File: config.mk
export PLATFORM = sky130hd
export DESIGN_NAME = mem_access_stage
export DESIGN_NICKNAME = d
export VERILOG_FILES = /design/src/rtl/mem_access_stage.sv
export SDC_FILE = /design/constraint.sdc
export NUM_CORES = 1
export LEC_CHECK = 0
export BUFFER_PORTS_ARGS = -buffer_cell sky130_fd_sc_hd__buf_2
export CAP_MARGIN = 20
export CORE_AREA = 4 4 89 83
export CTS_BUF_LIST = sky130_fd_sc_hd__clkbuf_4 sky130_fd_sc_hd__clkbuf_8 sky130_fd_sc_hd__clkbuf_16
export DETAILED_ROUTE_END_ITERATION = 8
export DIE_AREA = 0 0 93 87
export HOLD_SLACK_MARGIN = 0.05
export PLACE_DENSITY = 0.83
export SLEW_MARGIN = 20
export SYNTH_ARGS = -nofsm -noshare
export SYNTH_HDL_FRONTEND = slang
export SYNTH_SLANG_ARGS = --single-unit
export TNS_END_PERCENT = 10
File: constraint.sdc
create_clock -name clk -period 2.4 [get_ports clk]
set_input_delay 0.48 -clock clk [delete_from_list [all_inputs] [get_ports clk]]
set_output_delay 0.48 -clock clk [all_outputs]
set_load 0.02 [all_outputs]
File: src/rtl/mem_access_stage.sv
// Memory-access pipeline stage: forwards ALU results or performs one data-memory
// load/store with bounded wait states, then emits a registered write-back bundle.
module mem_access_stage #(
  parameter int unsigned DATA_W             = 16,
  parameter int unsigned REG_AW             = 5,
  parameter int unsigned MAX_WAIT           = 15,
  parameter bit          ZERO_REG_HARDWIRED = 1'b1
) (
  input  logic              clk,
  input  logic              rst_n,
  input  logic              in_valid,
  output logic              in_ready,
  input  logic [DATA_W-1:0] in_alu_result,
  input  logic [DATA_W-1:0] in_store_data,
  input  logic              in_mem_read,
  input  logic              in_mem_write,
  input  logic              in_reg_write,
  input  logic [REG_AW-1:0] in_reg_dest,
  output logic              mem_req,
  output logic              mem_we,
  output logic [DATA_W-1:0] mem_addr,
  output logic [DATA_W-1:0] mem_wdata,
  input  logic [DATA_W-1:0] mem_rdata,
  input  logic              mem_ack,
  output logic              wb_valid,
  output logic [DATA_W-1:0] wb_data,
  output logic              wb_reg_write,
  output logic [REG_AW-1:0] wb_reg_dest,
  output logic              mem_err,
  input  logic              err_clr
);

  localparam int unsigned CNT_W = (MAX_WAIT < 2) ? 1 : $clog2(MAX_WAIT);

  typedef enum logic {S_IDLE = 1'b0, S_WAIT = 1'b1} state_t;

  state_t r_state;
  state_t w_state_nxt;

  logic [CNT_W-1:0]  r_cnt;
  logic              r_mem_req;
  logic              r_mem_we;
  logic [DATA_W-1:0] r_mem_addr;
  logic [DATA_W-1:0] r_mem_wdata;
  logic              r_cap_rw;
  logic [REG_AW-1:0] r_cap_dest;
  logic              r_wb_valid;
  logic [DATA_W-1:0] r_wb_data;
  logic              r_wb_reg_write;
  logic [REG_AW-1:0] r_wb_reg_dest;
  logic              r_mem_err;

  logic [CNT_W-1:0]  w_cnt;
  logic              w_mem_req;
  logic              w_mem_we;
  logic [DATA_W-1:0] w_mem_addr;
  logic [DATA_W-1:0] w_mem_wdata;
  logic              w_cap_rw;
  logic [REG_AW-1:0] w_cap_dest;
  logic              w_wb_valid;
  logic [DATA_W-1:0] w_wb_data;
  logic              w_wb_reg_write;
  logic [REG_AW-1:0] w_wb_reg_dest;
  logic              w_err_set;

  logic w_accept;
  logic w_is_mem;
  logic w_illegal;
  logic w_last_wait;

  assign in_ready    = (r_state == S_IDLE);
  assign w_accept    = in_valid && in_ready;
  assign w_is_mem    = in_mem_read ^ in_mem_write;
  assign w_illegal   = in_mem_read & in_mem_write;
  assign w_last_wait = (r_cnt == CNT_W'(MAX_WAIT - 1));

  // State register
  always_ff @(posedge clk or negedge rst_n) begin
    if (!rst_n) begin
      r_state <= S_IDLE;
    end else begin
      r_state <= w_state_nxt;
    end
  end

  // Next-state logic
  always_comb begin
    w_state_nxt = r_state;
    if (r_state == S_IDLE) begin
      if (w_accept && w_is_mem) begin
        w_state_nxt = S_WAIT;
      end
    end else begin
      if (mem_ack || w_last_wait) begin
        w_state_nxt = S_IDLE;
      end
    end
  end

  // Next values of the registered memory and write-back outputs
  always_comb begin
    w_cnt          = r_cnt;
    w_mem_req      = r_mem_req;
    w_mem_we       = r_mem_we;
    w_mem_addr     = r_mem_addr;
    w_mem_wdata    = r_mem_wdata;
    w_cap_rw       = r_cap_rw;
    w_cap_dest     = r_cap_dest;
    w_wb_valid     = 1'b0;
    w_wb_data      = r_wb_data;
    w_wb_reg_write = 1'b0;
    w_wb_reg_dest  = r_wb_reg_dest;
    w_err_set      = 1'b0;

    if (r_state == S_IDLE) begin
      if (w_accept) begin
        if (w_is_mem) begin
          w_cnt       = '0;
          w_mem_req   = 1'b1;
          w_mem_we    = in_mem_write;
          w_mem_addr  = in_alu_result;
          w_mem_wdata = in_store_data;
          w_cap_rw    = in_reg_write;
          w_cap_dest  = in_reg_dest;
        end else begin
          w_wb_valid     = 1'b1;
          w_wb_data      = in_alu_result;
          w_wb_reg_write = in_reg_write & ~w_illegal;
          w_wb_reg_dest  = in_reg_dest;
          w_err_set      = w_illegal;
        end
      end
    end else begin
      if (mem_ack) begin
        w_mem_req      = 1'b0;
        w_mem_we       = 1'b0;
        w_wb_valid     = 1'b1;
        w_wb_reg_dest  = r_cap_dest;
        w_wb_data      = r_mem_we ? r_mem_addr : mem_rdata;
        w_wb_reg_write = r_mem_we ? 1'b0 : r_cap_rw;
      end else if (w_last_wait) begin
        // Timeout: retire the instruction without a register write
        w_mem_req      = 1'b0;
        w_mem_we       = 1'b0;
        w_wb_valid     = 1'b1;
        w_wb_data      = r_mem_addr;
        w_wb_reg_dest  = r_cap_dest;
        w_err_set      = 1'b1;
      end else begin
        w_cnt = r_cnt + CNT_W'(1);
      end
    end

    if (ZERO_REG_HARDWIRED && (w_wb_reg_dest == '0)) begin
      w_wb_reg_write = 1'b0;
    end
  end

  // Datapath and output registers
  always_ff @(posedge clk or negedge rst_n) begin
    if (!rst_n) begin
      r_cnt          <= '0;
      r_mem_req      <= 1'b0;
      r_mem_we       <= 1'b0;
      r_mem_addr     <= '0;
      r_mem_wdata    <= '0;
      r_cap_rw       <= 1'b0;
      r_cap_dest     <= '0;
      r_wb_valid     <= 1'b0;
      r_wb_data      <= '0;
      r_wb_reg_write <= 1'b0;
      r_wb_reg_dest  <= '0;
      r_mem_err      <= 1'b0;
    end else begin
      r_cnt          <= w_cnt;
      r_mem_req      <= w_mem_req;
      r_mem_we       <= w_mem_we;
      r_mem_addr     <= w_mem_addr;
      r_mem_wdata    <= w_mem_wdata;
      r_cap_rw       <= w_cap_rw;
      r_cap_dest     <= w_cap_dest;
      r_wb_valid     <= w_wb_valid;
      r_wb_data      <= w_wb_data;
      r_wb_reg_write <= w_wb_reg_write;
      r_wb_reg_dest  <= w_wb_reg_dest;
      // A new error takes priority over a coincident clear
      if (w_err_set) begin
        r_mem_err <= 1'b1;
      end else if (err_clr) begin
        r_mem_err <= 1'b0;
      end
    end
  end

  assign mem_req      = r_mem_req;
  assign mem_we       = r_mem_we;
  assign mem_addr     = r_mem_addr;
  assign mem_wdata    = r_mem_wdata;
  assign wb_valid     = r_wb_valid;
  assign wb_data      = r_wb_data;
  assign wb_reg_write = r_wb_reg_write;
  assign wb_reg_dest  = r_wb_reg_dest;
  assign mem_err      = r_mem_err;

endmodule

==> flow_summary_export.csv, run 1 <==
group,metric,value,unit
logic_synthesis,synth_top_area_share,56.8,%
sta,clock_skew,0.0104,ns
floorplanning,die_h,87,um
logic_synthesis,syn_area_per_cell,8.99,um^2
sta,setup_viol_count_final,0,
global_routing,grt_max_degree,43,
global_routing,antenna_found_initial,0,
cts,htreeDepth,3,
setup_path,end_kind,"flip-flop",
setup_path,crit_fanout,6,
placement,place_congestion,0.828,
power,power_density,979,nW/um^2
placement,place_inst,536,
floorplanning,die_w,93,um
setup_path,reg2reg_from,"r_cnt[0]",
run_status,outcome,"finished, final reports clean",
finish,diodes,0,
global_routing,grt_pass1_vias,2778,
cts,cts_resized,0,
cts,clkSlewWorstSetupHoldPaths,0.07,ns
cts,cts_tree,"done",
finish,fin_cells,551,
sta,finalCritPeriodShare,89.3,%
sta,rsz0062_at_grt,"no",
logic_synthesis,ys_ff_latch,69,
routing,drt-initial-drc-count,95,
routing,wirelength,7680,um
setup_path,crit_arrival,2.35,ns
sta,fin_crit,2.14,ns
sta,slew-limit-headroom,56.7,%
setup_path,cpLargestDelayFamily,"compound AO/OA/AOI/OAI gates",
placement,post_dp_cell_area,3750,um^2
placement,dp_hpwl,5630,um
logic_synthesis,syn-cell-area,3040,um^2
cts,clkSinkCount,69,
finish,utilization,60.8,%
global_routing,grtUsageTotal,20.3,%
setup_path,cp.buffers_inverters,1,
finish,drive_gt1_share,31.2,%
placement,dp_slack,0.0875,ns
setup_path,ff2ff_path_depth,7,
logic_synthesis,synthTopCellsByCount,"nand2_1 (142), dfrtp_1 (69), o21ai_0 (22), nor2_1 (21)",
logic_synthesis,yosys.area.top_type,"dfrtp_1",
sta,timing.final.ws_setup,0.257,ns
cts,hold_buffers,0,
hold_path,min_path_type,"in2async",
finish,nFillCells,606,
cts,clk_latency,0.32,ns
finish,fin_nets,522,
global_routing,grt_pass1_wl,12900,um
power,p_leak,2.20,nW
logic_synthesis,synth_edf_count,0,
setup_path,path_cells,"inv_1 > ha_1 > a31oi_1 > nor2_1 > a221o_1 > or2_1 > o41a_1",
floorplanning,io_pins,120,
logic_synthesis,ys_async_sr_fraction,100,%
routing,vias_per_cell,4.87,
cts,max-clock-path-buffers,2,
routing,num_vias,2683,
setup_path,slowest_delay,0.42,ns
routing,route.detailed.drc,0,
routing,antenna_left,0,
power,power,3.83,mW
sta,fin_setup_tns,0,ns
floorplanning,dieArea,8090,um^2
routing,first_pass_iters,5,
logic_synthesis,syn-num-nets,403,
flow_run,cap_violations,0,
sta,hold_slack,0.172,ns
sta,maxClockFrequency,467,MHz
setup_path,crit_required,2.60,ns
global_routing,grt_overflow_total,0,
floorplanning,coreArea,6450,um^2
cts,cts_setup_buffers,0,
setup_path,critPathSlowestCell,"dfrtp_1",
routing,wl_per_cell,13.9,um
setup_path,regToRegEndpoint,"wb_reg_write",
cts,cts_root_buffer,"clkbuf_8",
sta,maxSlewViolCount,0,
sta,tightest_slew,0.650,ns
floorplanning,num_rows,28,
power,max-vdd-ir-drop,0.000491,V
finish,area_growth,28.9,%
logic_synthesis,yosysUniqueCellTypes,27,
logic_synthesis,yosys_warnings,0,
logic_synthesis,synth-seq-area-share,56.8,%
logic_synthesis,synth_cells,338,
sta,final_hold_viol_count,0,
finish,fin_area,3920,um^2
placement,place.port_buffers,119,
floorplanning,start_util,47.1,%
logic_synthesis,synth.area.top_cells,"dfrtp_1 (57%), nand2_1 (18%), mux2i_1 (5.6%), o21ai_0 (3.6%), a21oi_1 (2.8%)",
setup_path,crit_type,"reg2reg",
logic_synthesis,synth.most_common_cell,"nand2_1",
logic_synthesis,synthFlopType,"dfrtp_1",
setup_path,reg2reg_slack,0.26,ns
setup_path,critPathLaunchType,"flip-flop",
cts,numCtsBuffers,9,
## power by group
group	switching, mW	total (mW)	leakage (nW)	internal (mW)
clock	0.390	0.820	0.0935	0.430
combinational	0.855	1.32	1.24	0.466
sequential	0.208	1.69	0.865	1.48
total	1.45	3.83	2.20	2.38
## layout by cell type (no fill, tap or decap), types with 4 or more instances in the layout
| cell | instances |
|---|---|
| clkbuf_8 | 10 |
| dfrtp_1 | 69 |
| nor2_1 | 21 |
| ha_1 | 4 |
| a21oi_1 | 17 |
| nand2_1 | 142 |
| buf_2 | 119 |
| buf_4 | 5 |
| mux2i_1 | 17 |
| o21ai_0 | 22 |
## flip-flops by register name (all words and copies together) (netlist names)
register,count
wb_reg_write,1
mem_wdata,16
mem_req,1
r_state,1
mem_err,1
wb_valid,1
r_cap_dest,5
mem_addr,16
mem_we,1
wb_reg_dest,5
r_cap_rw,1
r_cnt,4
wb_data,16
## routing by layer
layer  GRT usage, %  wire length (um)  vias up
met5              0                 0        -
met4           7.99                95        0
met3           4.24               565       12
met2           34.1              3840       99
met1           25.7              3180     1241
li1               -                 -     1331
## worst max path at each step
| stage | startpoint | to | slack [ns] | cells past startpoint |
|---|---|---|---|---|
| CTS | r_cnt[0] | wb_reg_write | 0.27 | 7 |
| finish | r_cnt[0] | wb_reg_write | 0.26 | 7 |
| detailed placement | in_mem_read | wb_reg_write | 0.09 | 7 |
| global route | r_cnt[0] | wb_reg_write | 0.12 | 7 |
| global placement | in_mem_read | wb_reg_write | 0.14 | 7 |
| floorplan | in_mem_read | wb_reg_write | 0.27 | 6 |
## layout make-up
class | count | area, um^2 | share of cell area [%]
Clock buffer | 13 | 160 | 4.09
Clock inverter | 2 | 10.0 | 0.256
Inverter | 3 | 11.3 | 0.287
Multi-Input combinational cell | 248 | 1220 | 31.2
Sequential cell | 69 | 1730 | 44.1
Tap cell | 90 | 113 | 2.87
Timing Repair Buffer | 126 | 673 | 17.2
## kinds of logic after synthesis
kind of cell    synth area share, %
fa+ha+maj                      1.65
xor+xnor                      0.576
buf+inv                        2.92
mux                            5.60
flops                          56.8
simple gates                   23.4
compound gates                 9.06
Power figures use the tool's default switching activity.
==> run 2: changes to the inputs <==
Settings changed: ABC_AREA set to 1, CORE_AREA 4 4 89 83 to 4 4 90 84, DIE_AREA 0 0 93 87 to 0 0 94 88.
==> flow_summary_export.csv, run 2 <==
group,metric,value,unit
run_status,outcome,"finished, final reports clean",
floorplanning,io_pins,120,
global_routing,grt_pass1_wl,13000,um
floorplanning,die_w,94,um
placement,dp_slack,0.350,ns
cts,cts_resized,0,
sta,maxSlewViolCount,0,
cts,cts_setup_buffers,0,
routing,first_pass_iters,5,
logic_synthesis,yosys.area_share.xor_xnor,0,%
floorplanning,dieArea,8270,um^2
routing,wl_per_cell,13.7,um
placement,post_dp_cell_area,3830,um^2
logic_synthesis,syn-num-nets,457,
sta,fin_setup_tns,0,ns
cts,cts_root_buffer,"clkbuf_8",
finish,layout_commonest_cell,"nand2_1",
logic_synthesis,yosys_warnings,0,
logic_synthesis,ys_ff_latch,69,
logic_synthesis,synth_top_family_by_area,"simple AND/OR/NAND/NOR gates",
logic_synthesis,syn-cell-area,3160,um^2
placement,place_inst,590,
logic_synthesis,synth_mux_area_share,0,%
flow_run,cap_violations,0,
setup_path,ff2ff_path_depth,8,
floorplanning,die_h,88,um
cts,htreeDepth,3,
finish,nFillCells,594,
routing,antenna_left,0,
setup_path,reg2reg_from,"r_state",
routing,route.detailed.drc,0,
sta,rsz0062_at_grt,"no",
logic_synthesis,synthFlopType,"dfrtp_1",
setup_path,end_kind,"primary output",
placement,place_congestion,0.868,
global_routing,grt_overflow_total,0,
setup_path,crit_arrival,1.56,ns
cts,hold_buffers,0,
placement,dp_hpwl,5910,um
finish,diodes,0,
finish,fin_cells,605,
finish,drive_gt1_share,29.5,%
setup_path,reg2reg_slack,0.38,ns
power,p_leak,2.24,nW
logic_synthesis,yosysUniqueCellTypes,24,
sta,slew-limit-headroom,66.2,%
placement,place.port_buffers,119,
setup_path,critPathLaunchType,"flip-flop",
sta,finalCritPeriodShare,85.0,%
cts,cts_tree,"done",
finish,mostFrequentLayoutCells,"nand2_1 (142), buf_2 (119), dfrtp_1 (69)",
logic_synthesis,synth.most_common_cell,"nand2_1",
setup_path,crit_required,1.92,ns
sta,tightest_slew,0.506,ns
sta,fin_crit,2.04,ns
sta,maxClockFrequency,490,MHz
routing,num_vias,2966,
logic_synthesis,synth_top_area_share,54.6,%
global_routing,grt_pass1_vias,2835,
logic_synthesis,synth_edf_count,0,
sta,setup_viol_count_final,0,
finish,fin_area,4030,um^2
cts,numCtsBuffers,9,
logic_synthesis,synthSimpleGateAreaFrac,29.2,%
global_routing,antenna_found_initial,0,
logic_synthesis,synth_compound_area_share,8.51,%
floorplanning,start_util,48.5,%
routing,vias_per_cell,4.90,
logic_synthesis,syn_area_per_cell,8.06,um^2
power,power,4.18,mW
sta,final_hold_viol_count,0,
floorplanning,coreArea,6520,um^2
sta,timing.final.ws_setup,0.359,ns
logic_synthesis,synth.area.top_cells,"dfrtp_1 (55%), nand2_1 (17%), nor2_1 (7.2%), a31oi_1 (3.4%), o21ai_0 (3.2%)",
cts,clk_latency,0.32,ns
logic_synthesis,synth_cells,392,
finish,multi_input_area,1240,um^2
finish,regArea,1730,um^2
setup_path,regToRegEndpoint,"wb_reg_write",
hold_path,min_path_type,"in2async",
logic_synthesis,synth_fa_ha_area_share,1.58,%
finish,utilization,61.8,%
sta,clock_skew,0.00535,ns
setup_path,crit_fanout,22,
logic_synthesis,yosys.area.top_type,"dfrtp_1",
routing,drt-initial-drc-count,163,
finish,fin_nets,576,
finish,area_growth,27.5,%
routing,wirelength,8260,um
logic_synthesis,synthTopCellsByCount,"nand2_1 (143), dfrtp_1 (69), nor2_1 (61), inv_1 (22), o21ai_0 (20)",
setup_path,crit_type,"reg2out",
cts,clkSinkCount,69,
power,power_density,1040,nW/um^2
global_routing,grtUsageTotal,20.2,%
power,max-vdd-ir-drop,0.000488,V
cts,clkSlewWorstSetupHoldPaths,0.07,ns
cts,max-clock-path-buffers,2,
logic_synthesis,ys_async_sr_fraction,100,%
logic_synthesis,synth-seq-area-share,54.6,%
sta,hold_slack,0.155,ns
global_routing,grt_max_degree,70,
floorplanning,num_rows,28,
[run 2: final cells by class]
class                      count  area share (%)
sequential                    69            42.8
clock inverter                 4            1.18
multi-input combinational    281            30.9
timing repair buffer         125            16.2
clock buffer                  11            3.76
inverter                      25            2.33
tap                           90            2.79
[run 2: cells by family after synthesis]
| logic type | after synthesis |
|---|---|
| simple gates | 228 |
| flops | 69 |
| compound gates | 49 |
| buf+inv | 42 |
| fa+ha+maj | 4 |
[run 2: how the worst max path moves through the flow]
stage	slack, ns	to	startpoint
after floorplan	0.75	wb_reg_write	in_mem_read
after global placement	0.54	wb_reg_write	in_mem_read
after detailed placement	0.35	wb_reg_write	in_mem_read
after CTS	0.34	in_ready	r_state
after global routing	0.24	wb_reg_write	r_state
final	0.36	in_ready	r_state
[run 2: critical path: stages (launching register included)]
cell     delay (ns)
dfrtp_1        0.55
inv_2          0.41
buf_2          0.26
[run 2: routing by layer]
metal	GRT usage (%)	wire [um]
met5	0	0
met4	7.22	112
met3	5.84	809
met2	32.9	3890
met1	25.8	3450
[run 2: power by group]
group | total, mW | switching [mW] | internal, mW | leakage, nW
Combinational | 1.50 | 0.986 | 0.511 | 1.30
Sequential | 1.74 | 0.231 | 1.51 | 0.840
Clock | 0.941 | 0.413 | 0.528 | 0.101
Total | 4.18 | 1.63 | 2.55 | 2.24
==> run 3: changes to the inputs <==
Settings changed: CORE_AREA 4 4 90 84 to 4 4 101 75, DIE_AREA 0 0 94 88 to 0 0 105 79.
==> flow_summary_export.csv, run 3 (synthesized netlist as in run 2, its figures left out) <==
group,metric,value,unit
routing,num_vias,2965,
sta,maxClockFrequency,557,MHz
power,internal_power,2.75,mW
power,netSwitchingPower,1.67,mW
global_routing,grt_overflow_total,0,
sta,clock_skew,0.00702,ns
sta,finalCritPeriodShare,74.9,%
placement,place.port_buffers,119,
routing,route.detailed.drc,0,
routing,first_pass_iters,4,
cts,clk_latency,0.34,ns
finish,fin_cells,597,
finish,drive_gt1_share,29.5,%
flow_run,cap_violations,0,
routing,wirelength,8440,um
cts,cts_setup_buffers,0,
sta,fin_setup_tns,0,ns
cts,cts_root_buffer,"clkbuf_8",
sta,final_hold_viol_count,0,
setup_path,critPathLaunchType,"flip-flop",
setup_path,path_cells,"inv_1 > ha_1 > nand3_1 > nand2_1 > nand2_2 > nand2_4 > nor2_1 > a31oi_1",
cts,max-clock-path-buffers,2,
power,p_seq_share,39.5,%
routing,vias_per_cell,4.97,
floorplanning,start_util,48.1,%
cts,htreeDepth,3,
floorplanning,die_w,105,um
finish,area_growth,28.8,%
global_routing,grt_pass1_vias,2910,
power,swShare,37.8,%
sta,fin_crit,1.80,ns
finish,utilization,62.0,%
floorplanning,coreArea,6570,um^2
power,power,4.43,mW
setup_path,crit_arrival,2.06,ns
setup_path,critPathSlowestCell,"dfrtp_1",
setup_path,crit_type,"reg2reg",
floorplanning,dieArea,8300,um^2
floorplanning,die_h,79,um
cts,clkSlewWorstSetupHoldPaths,0.08,ns
routing,antenna_left,0,
setup_path,crit_fanout,33,
setup_path,end_kind,"flip-flop",
global_routing,antenna_found_initial,0,
run_status,outcome,"finished, final reports clean",
finish,fin_nets,576,
sta,slew-limit-headroom,58.1,%
cts,hold_buffers,0,
sta,setup_viol_count_final,0,
power,max-vdd-ir-drop,0.000542,V
sta,tightest_slew,0.627,ns
power,comb_power_share,33.8,%
setup_path,slowest_delay,0.43,ns
finish,mostFrequentLayoutCells,"nand2_1 (143), buf_2 (119), dfrtp_1 (69)",
placement,dp_hpwl,6000,um
power,power_frac_clock,26.6,%
finish,layout_commonest_cell,"nand2_1",
cts,cts_tree,"done",
power,power_density,1090,nW/um^2
sta,rsz0062_at_grt,"no",
global_routing,grt_pass1_wl,13900,um
cts,cts_resized,0,
floorplanning,io_pins,120,
hold_path,min_path_type,"in2async",
cts,clkSinkCount,69,
setup_path,crit_required,2.66,ns
floorplanning,num_rows,25,
cts,numCtsBuffers,9,
placement,place_inst,581,
placement,place_congestion,0.850,
global_routing,grtUsageTotal,20.7,%
power,p_leak,2.27,nW
sta,maxSlewViolCount,0,
routing,drt-initial-drc-count,160,
routing,wl_per_cell,14.1,um
placement,post_dp_cell_area,3820,um^2
finish,fin_area,4070,um^2
global_routing,grt_max_degree,70,
finish,diodes,0,
==> run 3: changes by cell type in the layout (fill, tap and decap cells not counted), sizes merged <==
cell,previous run,this run
bufinv,1,3
clkinvlp,1,0
==> run 3: worst paths after layout <==
kind | slack (ns) | end | start | depth (start not counted)
max | 0.60 | wb_data[11] | r_cnt[0] | 8
min | 0.14 | mem_wdata[1] | rst_n | 2
max reg2reg | 0.60 | wb_data[11] | r_cnt[0] | 8
min reg2reg | 0.48 | mem_wdata[10] | mem_wdata[10] | 2
max in group asynchronous | 1.95 | wb_data[8] | rst_n | 2
min in group clk | 0.32 | mem_wdata[11] | in_store_data[11] | 3
==> run 3: worst max-delay path: cells and delay by family, from the launching register on <==
family / cells / cell delay, ns
compound gates: 1 / 0.16
fa+ha+maj: 1 / 0.14
buf+inv: 1 / 0.08
flops: 1 / 0.43
simple gates: 5 / 0.89
==> run 3: per-stage QoR <==
step / hold WS [ns] / setup slack, ns
6_report: 0.136 / 0.603
5_1_grt: 0.179 / 0.385
4_1_cts: 0.153 / 0.597
3_5_place_dp: 0.464 / 0.501
3_3_place_gp: 0.452 / 0.568
2_1_floorplan: 0.184 / 0.746
==> run 3: layout make-up <==
type	instances	area [um^2]
Fill cell	599	2500
Sequential cell	69	1730
Multi-Input combinational cell	281	1240
Inverter	25	93.8
Clock inverter	5	108
Tap cell	81	101
Timing Repair Buffer	125	653
Clock buffer	11	145
==> run 3: layer usage <==
| metal | global-route usage [%] | up-vias | share of wire (%) |
|---|---|---|---|
| met5 | 0 | - | 0 |
| met4 | 6.29 | 0 | 1.5 |
| met3 | 5.93 | 12 | 6.5 |
| met2 | 34.1 | 91 | 47 |
| met1 | 26.8 | 1380 | 45 |
| li1 | - | 1482 | - |
==> run 3: power by group through the flow <==
stage	logic, mW	registers (mW)	clock network (mW)
3_3_place_gp	1.47	1.75	0
4_1_cts	1.52	1.75	1.21
5_1_grt	1.66	1.80	1.25
2_1_floorplan	0.606	2.10	0
3_5_place_dp	1.52	1.76	0
6_report	1.50	1.75	1.18
